--- src/rtl/cpu_pkg.sv ---
// Shared CPU datapath encodings: ALU control codes, ALUOp classes and R-type funct values.
package cpu_pkg;

    typedef enum logic [3:0] {
        ALU_AND = 4'b0000,
        ALU_OR  = 4'b0001,
        ALU_ADD = 4'b0010,
        ALU_SUB = 4'b0110,
        ALU_SLT = 4'b0111,
        ALU_NOR = 4'b1100
    } alu_ctrl_e;

    typedef enum logic [1:0] {
        ALUOP_ADD   = 2'b00,
        ALUOP_SUB   = 2'b01,
        ALUOP_RTYPE = 2'b10,
        ALUOP_RSVD  = 2'b11
    } alu_op_e;

    localparam logic [5:0] FUNCT_ADD = 6'b100000;
    localparam logic [5:0] FUNCT_SUB = 6'b100010;
    localparam logic [5:0] FUNCT_AND = 6'b100100;
    localparam logic [5:0] FUNCT_OR  = 6'b100101;
    localparam logic [5:0] FUNCT_SLT = 6'b101010;
    localparam logic [5:0] FUNCT_NOR = 6'b100111;

endpackage

--- src/rtl/alu_ctrl_decode.sv ---
// Combinational ALUOp/funct decoder producing the 4-bit ALU control code and an illegal flag.
module alu_ctrl_decode
    import cpu_pkg::*;
(
    input  logic [1:0] alu_op_i,
    input  logic [5:0] funct_i,
    output logic [3:0] alu_control_o,
    output logic       illegal_o
);

    // Unsupported encodings still produce ADD so the ALU sees a harmless operation.
    always_comb begin
        alu_control_o = ALU_ADD;
        illegal_o     = 1'b0;
        case (alu_op_e'(alu_op_i))
            ALUOP_ADD: alu_control_o = ALU_ADD;
            ALUOP_SUB: alu_control_o = ALU_SUB;
            ALUOP_RTYPE: begin
                case (funct_i)
                    FUNCT_ADD: alu_control_o = ALU_ADD;
                    FUNCT_SUB: alu_control_o = ALU_SUB;
                    FUNCT_AND: alu_control_o = ALU_AND;
                    FUNCT_OR:  alu_control_o = ALU_OR;
                    FUNCT_SLT: alu_control_o = ALU_SLT;
                    FUNCT_NOR: alu_control_o = ALU_NOR;
                    default: begin
                        alu_control_o = ALU_ADD;
                        illegal_o     = 1'b1;
                    end
                endcase
            end
            default: begin
                alu_control_o = ALU_ADD;
                illegal_o     = 1'b1;
            end
        endcase
    end

endmodule

--- src/rtl/ex_operand_stage.sv ---
// ID/EX pipeline register with ALU control decode, operand forwarding and load-use detection.
// Optional macro EX_OPERAND_FWD_EN enables EX/MEM and MEM/WB forwarding; without it hazards stall.
module ex_operand_stage
    import cpu_pkg::*;
#(
    parameter int DW = 32,
    parameter int RW = 5
)
(
    input  logic          clk,
    input  logic          reset_n,
    input  logic          id_valid,
    input  logic [DW-1:0] id_rs_data,
    input  logic [DW-1:0] id_rt_data,
    input  logic [DW-1:0] id_imm,
    input  logic [RW-1:0] id_rs,
    input  logic [RW-1:0] id_rt,
    input  logic [RW-1:0] id_rd,
    input  logic [1:0]    id_alu_op,
    input  logic [5:0]    id_funct,
    input  logic          id_alu_src,
    input  logic          id_reg_dst,
    input  logic          id_reg_write,
    input  logic          id_mem_to_reg,
    input  logic          id_mem_read,
    input  logic          id_mem_write,
    input  logic          flush,
    input  logic          ex_hold,
    input  logic          exm_reg_write,
    input  logic [RW-1:0] exm_rd,
    input  logic [DW-1:0] exm_result,
    input  logic          mwb_reg_write,
    input  logic [RW-1:0] mwb_rd,
    input  logic [DW-1:0] mwb_data,
    output logic          hazard_stall,
    output logic [DW-1:0] alu_data1,
    output logic [DW-1:0] alu_data2,
    output logic [3:0]    alu_control,
    output logic [DW-1:0] ex_rt_fwd,
    output logic [RW-1:0] ex_write_reg,
    output logic          ex_valid,
    output logic          ex_reg_write,
    output logic          ex_mem_to_reg,
    output logic          ex_mem_read,
    output logic          ex_mem_write,
    output logic          ex_illegal
);

    typedef struct packed {
        logic          valid;
        logic [RW-1:0] rs;
        logic [RW-1:0] rt;
        logic [RW-1:0] write_reg;
        logic [DW-1:0] rs_data;
        logic [DW-1:0] rt_data;
        logic [DW-1:0] imm;
        logic          alu_src;
        logic          reg_write;
        logic          mem_to_reg;
        logic          mem_read;
        logic          mem_write;
        logic [3:0]    alu_control;
        logic          illegal;
    } ex_reg_t;

    localparam ex_reg_t EX_BUBBLE = '{alu_control: ALU_ADD, default: '0};

    ex_reg_t      exStage_q;
    ex_reg_t      exStage_d;
    ex_reg_t      capture;
    logic [3:0]   decCtrl;
    logic         decIllegal;
    logic         idReadsRt;
    logic         matchEx;
    logic         loadUse;
    logic [DW-1:0] rsFwd;
    logic [DW-1:0] rtFwd;

    alu_ctrl_decode u_decode (
        .alu_op_i      (id_alu_op),
        .funct_i       (id_funct),
        .alu_control_o (decCtrl),
        .illegal_o     (decIllegal)
    );

    // Controls are qualified by id_valid so an empty ID slot never carries side effects.
    always_comb begin
        capture             = EX_BUBBLE;
        capture.valid       = id_valid;
        capture.rs          = id_rs;
        capture.rt          = id_rt;
        capture.write_reg   = id_reg_dst ? id_rd : id_rt;
        capture.rs_data     = id_rs_data;
        capture.rt_data     = id_rt_data;
        capture.imm         = id_imm;
        capture.alu_src     = id_alu_src;
        capture.reg_write   = id_valid & id_reg_write;
        capture.mem_to_reg  = id_valid & id_mem_to_reg;
        capture.mem_read    = id_valid & id_mem_read;
        capture.mem_write   = id_valid & id_mem_write;
        capture.alu_control = decCtrl;
        capture.illegal     = decIllegal;
    end

    always_comb begin
        exStage_d = exStage_q;
        if (flush) begin
            exStage_d = EX_BUBBLE;
        end else if (ex_hold) begin
            exStage_d = exStage_q;
        end else if (hazard_stall) begin
            exStage_d = EX_BUBBLE;
        end else begin
            exStage_d = capture;
        end
    end

    always_ff @(posedge clk or negedge reset_n) begin
        if (!reset_n) begin
            exStage_q <= EX_BUBBLE;
        end else begin
            exStage_q <= exStage_d;
        end
    end

    // rt only counts as a source when the ID instruction actually reads it (R-type or store).
    assign idReadsRt = ~id_alu_src | id_mem_write;
    assign matchEx   = (exStage_q.write_reg != '0) &&
                       ((exStage_q.write_reg == id_rs) ||
                        (idReadsRt && (exStage_q.write_reg == id_rt)));
    assign loadUse   = id_valid & exStage_q.valid & exStage_q.mem_read & matchEx;

`ifdef EX_OPERAND_FWD_EN
    // EX/MEM is the younger producer, so it takes precedence over MEM/WB.
    function automatic logic [DW-1:0] fwdSel(input logic [RW-1:0] idx,
                                             input logic [DW-1:0] regVal,
                                             input logic          exmWe,
                                             input logic [RW-1:0] exmIdx,
                                             input logic [DW-1:0] exmVal,
                                             input logic          mwbWe,
                                             input logic [RW-1:0] mwbIdx,
                                             input logic [DW-1:0] mwbVal);
        if (exmWe && (exmIdx != '0) && (exmIdx == idx)) begin
            return exmVal;
        end else if (mwbWe && (mwbIdx != '0) && (mwbIdx == idx)) begin
            return mwbVal;
        end
        return regVal;
    endfunction

    assign rsFwd = fwdSel(exStage_q.rs, exStage_q.rs_data, exm_reg_write, exm_rd, exm_result,
                          mwb_reg_write, mwb_rd, mwb_data);
    assign rtFwd = fwdSel(exStage_q.rt, exStage_q.rt_data, exm_reg_write, exm_rd, exm_result,
                          mwb_reg_write, mwb_rd, mwb_data);
    assign hazard_stall = loadUse;
`else
    logic matchExm;
    logic dataHazard;
    logic unused_fwd;

    // Without bypass paths any in-flight producer in EX or EX/MEM must drain first;
    // the register file writes before it reads, so MEM/WB is already visible.
    assign matchExm   = (exm_rd != '0) &&
                        ((exm_rd == id_rs) || (idReadsRt && (exm_rd == id_rt)));
    assign dataHazard = id_valid & ((exStage_q.valid & exStage_q.reg_write & matchEx) |
                                    (exm_reg_write & matchExm));
    assign rsFwd        = exStage_q.rs_data;
    assign rtFwd        = exStage_q.rt_data;
    assign hazard_stall = loadUse | dataHazard;
    assign unused_fwd   = ^{exm_result, mwb_reg_write, mwb_rd, mwb_data, exStage_q.rs, exStage_q.rt};
`endif

    assign alu_data1     = rsFwd;
    assign alu_data2     = exStage_q.alu_src ? exStage_q.imm : rtFwd;
    assign ex_rt_fwd     = rtFwd;
    assign alu_control   = exStage_q.alu_control;
    assign ex_write_reg  = exStage_q.write_reg;
    assign ex_valid      = exStage_q.valid;
    assign ex_reg_write  = exStage_q.reg_write;
    assign ex_mem_to_reg = exStage_q.mem_to_reg;
    assign ex_mem_read   = exStage_q.mem_read;
    assign ex_mem_write  = exStage_q.mem_write;
    assign ex_illegal    = exStage_q.valid & exStage_q.illegal;

endmodule

--- config.mk ---
export PLATFORM = sky130hd
export DESIGN_NAME = ex_operand_stage
export DESIGN_NICKNAME = d
export VERILOG_FILES = /design/src/rtl/cpu_pkg.sv /design/src/rtl/alu_ctrl_decode.sv /design/src/rtl/ex_operand_stage.sv
export SDC_FILE = /design/constraint.sdc
export NUM_CORES = 1
export LEC_CHECK = 0
export CORE_AREA = 2 2 123 125
export DETAILED_ROUTE_END_ITERATION = 7
export DIE_AREA = 0 0 125 127
export PLACE_DENSITY = 0.79
export REMOVE_ABC_BUFFERS = 1
export SLEW_MARGIN = 20
export SYNTH_ARGS = -nofsm -noshare
export SYNTH_HDL_FRONTEND = slang
export SYNTH_SLANG_ARGS = --single-unit
--- constraint.sdc ---
create_clock -name clk -period 2.1 [get_ports clk]
set_input_delay 0.42 -clock clk [delete_from_list [all_inputs] [get_ports clk]]
set_output_delay 0.42 -clock clk [all_outputs]
set_load 0.02 [all_outputs]
==> flow_summary.ini <==
[synthesis]
synth.ff_latch_count = 112
synth-main-ff-cell = dfrtp_1
ys_top_cells_by_area = dfrtp_1 51%, a22o_1 17%, buf_4 11%
synth_area_leader = dfrtp_1
synthArstFlopShare_pct = 100
netlist_instances = 433
proportion_of_synthesized_chip_area_in_sequential_cells_pct = 51.9
synth.lib_cells_used.distinct = 35
area_fraction_of_the_dominant_cell_type_after_synthesis_pct = 51.4
syn_avg_cell_area_um2 = 12.5
post_synth_edffs = 0
synth_area_um2 = 5410
yosysWarningCount = 0

[sta]
timing.final.setup_violations = 1
worst_skew_ps = 10.7
report.final.slew_viol_count = 0
timing.final.crit_share_pct = 106
fin_tns_setup_ps = -129
worst_hold_slack_ps = 423
maxSlewHeadroom_pct = 58.8
postLayoutSetupSlackWorst_ps = -129
time_the_final_worst_path_needs_with_i_o_delays_and_setup_ps = 2230
grt_setup_unrepaired = true
hold_viol_final = 0
max_freq_mhz = 449
actual_transition_at_the_worst_max_transition_pin_ps = 619

[worst_setup_path]
crit_path_max_fanout = 2
worst_setup_path_end_kind = output port
timing.critical_path.from_type = input pin
timing_worst_setup_path_type = in2out
worstPathArrival_ps = 1810
timing.critical_path.required_ps = 1680

[worst_hold_path]
hp-class = in2async

[power]
combinationalPowerShare_pct = 24.2
p_switching_mw = 1.45
cellInternalPower_mw = 3.86
report.power.total_mw = 5.32
share_clk_of_total_power_pct = 31.3
share_seq_of_total_power_pct = 44.5
power_switching_share_pct = 27.3
peakVddDrop_uv = 408
cellPowerDensity_nw_per_um2 = 627
p_leak_nw = 3.87

[final_layout]
layout.filler_cells = 1182
largest_reg_flops = 34
antennaDiodeCount = 0
largest_register = exStage_q
flow.area_growth_from_synthesis_pct = 56.9
layout-drive-gt1-share_pct = 25.5
nets = 866

[grt]
grt_pass1_wl_mm = 24.7
grt_max_degree = 61
grt-ovfl-total = 0
grt_pass1_vias = 4660
grt_use_total_pct = 19.5
antenna_found_initial = 0

[clocking]
worstSkewPairLatency_ps = 350
cts.htree.levels = 3
cts_tree = built
tritoncts_num_sinks = 112
cts_root_buffer = clkbuf_16
cts-root-to-sink-buffers = 2
clk_transition_reported_paths_ps = 70
cts_buffers = 9

[floorplan]
std_cell_rows = 44
design.core.area_um2 = 14400
initial_core_util_pct = 37.5
die_h_um = 127
die_x_um = 125
die_footprint_um2 = 15900
ios = 318

[job]
max_cap_viol_count = 0

[routing]
drcViolationCount = 0
number_of_search_and_repair_iterations_in_the_first_detailed_routing_pass = 6
wirelength_mm = 16.1
viasPerCell = 5.18
detail_route.iter0.violations = 172
ant_nets = 0
vias = 4381
mean_routed_wirelength_per_cell_um = 19.1

[placed_design]
io_buffers = 247
dpl.hpwl_mm = 10.9
gp_routability_congestion = 0.808

[run_status]
status = complete, but fails checks
violated_checks = negative setup slack
## worst paths after layout
kind,startpoint,to,slack [ps],depth (start not counted)
worst min-delay path,reset_n,ex_rt_fwd[9],420,2
max in group asynchronous,reset_n,exStage_q[9],840,3
worst max register to register,ex_write_reg[1],exStage_q[0],50,9
worst min register to register,exStage_q[26],exStage_q[26],510,1
worst max-delay path,exm_rd[1],hazard_stall,-130,7
min in group clk,exStage_q[26],exStage_q[26],510,1
## power by group through the flow
stage | Clock, mW | Combinational (mW) | Sequential (mW)
global route | 1.82 | 1.36 | 2.38
floorplan | 0 | 0.356 | 2.50
detailed placement | 0 | 1.20 | 2.40
global placement | 0 | 1.18 | 2.39
CTS | 1.73 | 1.24 | 2.36
finish | 1.67 | 1.28 | 2.36
## per-layer routing
| metal | wire length [um] | up-vias | share of wire, % | GRT usage, % |
|---|---|---|---|---|
| li1 | - | 1973 | - | - |
| met1 | 6600 | 2195 | 41 | 23.8 |
| met2 | 8160 | 194 | 51 | 33.5 |
| met3 | 1090 | 19 | 6.8 | 5.53 |
| met4 | 266 | 0 | 1.6 | 6.14 |
| met5 | 0 | - | 0 | 0 |
## area by class of cell
| cell class | count | area [um^2] | area share [%] |
|---|---|---|---|
| tap | 184 | 230 | 2.71 |
| timing repair buffer | 313 | 3160 | 37.3 |
| multi-input combinational | 217 | 1980 | 23.3 |
| sequential | 112 | 2810 | 33.1 |
| clock buffer | 10 | 239 | 2.82 |
| clock inverter | 6 | 47.5 | 0.560 |
| inverter | 4 | 15.0 | 0.177 |
## kinds of logic after synthesis
logic type | Yosys count | share of synthesized area [%]
compound gates | 127 | 20.6
xor+xnor | 20 | 3.24
fa+ha+maj | 3 | 0.694
buf+inv | 104 | 12.9
flops | 112 | 51.9
mux | 37 | 7.71
simple gates | 30 | 3.03
## synthesized netlist by cell type, types with 4 or more instances
| cell type | count |
|---|---|
| buf_2 | 4 |
| nor2_1 | 5 |
| a22o_1 | 106 |
| dfrtp_1 | 111 |
| a32o_1 | 4 |
| mux2_2 | 37 |
| xnor2_1 | 18 |
| inv_1 | 4 |
| nor2b_1 | 5 |
| nand2_1 | 4 |
| buf_4 | 80 |
| clkbuf_1 | 16 |
| and2_1 | 4 |
## critical path, cell delays in order
cell and delay, ps:
buf_6 90, or4_4 530, o21a_1 200, and2_4 150, a22oi_2 180, inv_1 90
buf_6 140
## what timing repair did
| action | in CTS | in global routing |
|---|---|---|
| resized for setup | 80 | 74 |
| cloned | 4 | 5 |
| endpoints found under the setup margin | 137 | 137 |
| setup buffers | 8 | 13 |
| endpoints found under the hold margin | 2 | 0 |
| pin swaps | 11 | 20 |
| hold buffers | 1 | 0 |
## per-stage QoR
step           cells  cell area (um^2)  util, %  setup WS, ps
5_1_grt          846              8480     58.8          -163
6_report         846              8480     58.8          -129
3_3_place_gp     801              7800     54.1          -938
2_1_floorplan    333              4730        -         -2560
3_5_place_dp     801              7800     54.1          -956
4_1_cts          830              8300     57.5          -102
## cell usage in the layout (no fill, tap or decap), types with 4 or more instances in the layout
cell type,synthesis,layout
buf_4,80,38
clkbuf_16,0,15
xnor2_1,18,16
inv_1,4,4
mux2_2,37,37
nand2_1,4,4
a32o_1,4,4
nor2_1,5,5
buf_6,0,11
clkdlybuf4s50_1,0,201
clkbuf_2,0,27
a22o_1,106,106
dfrtp_1,111,108
dlygate4sd2_1,0,9
inv_6,0,4
buf_12,0,11
Power figures use the tool's default switching activity.
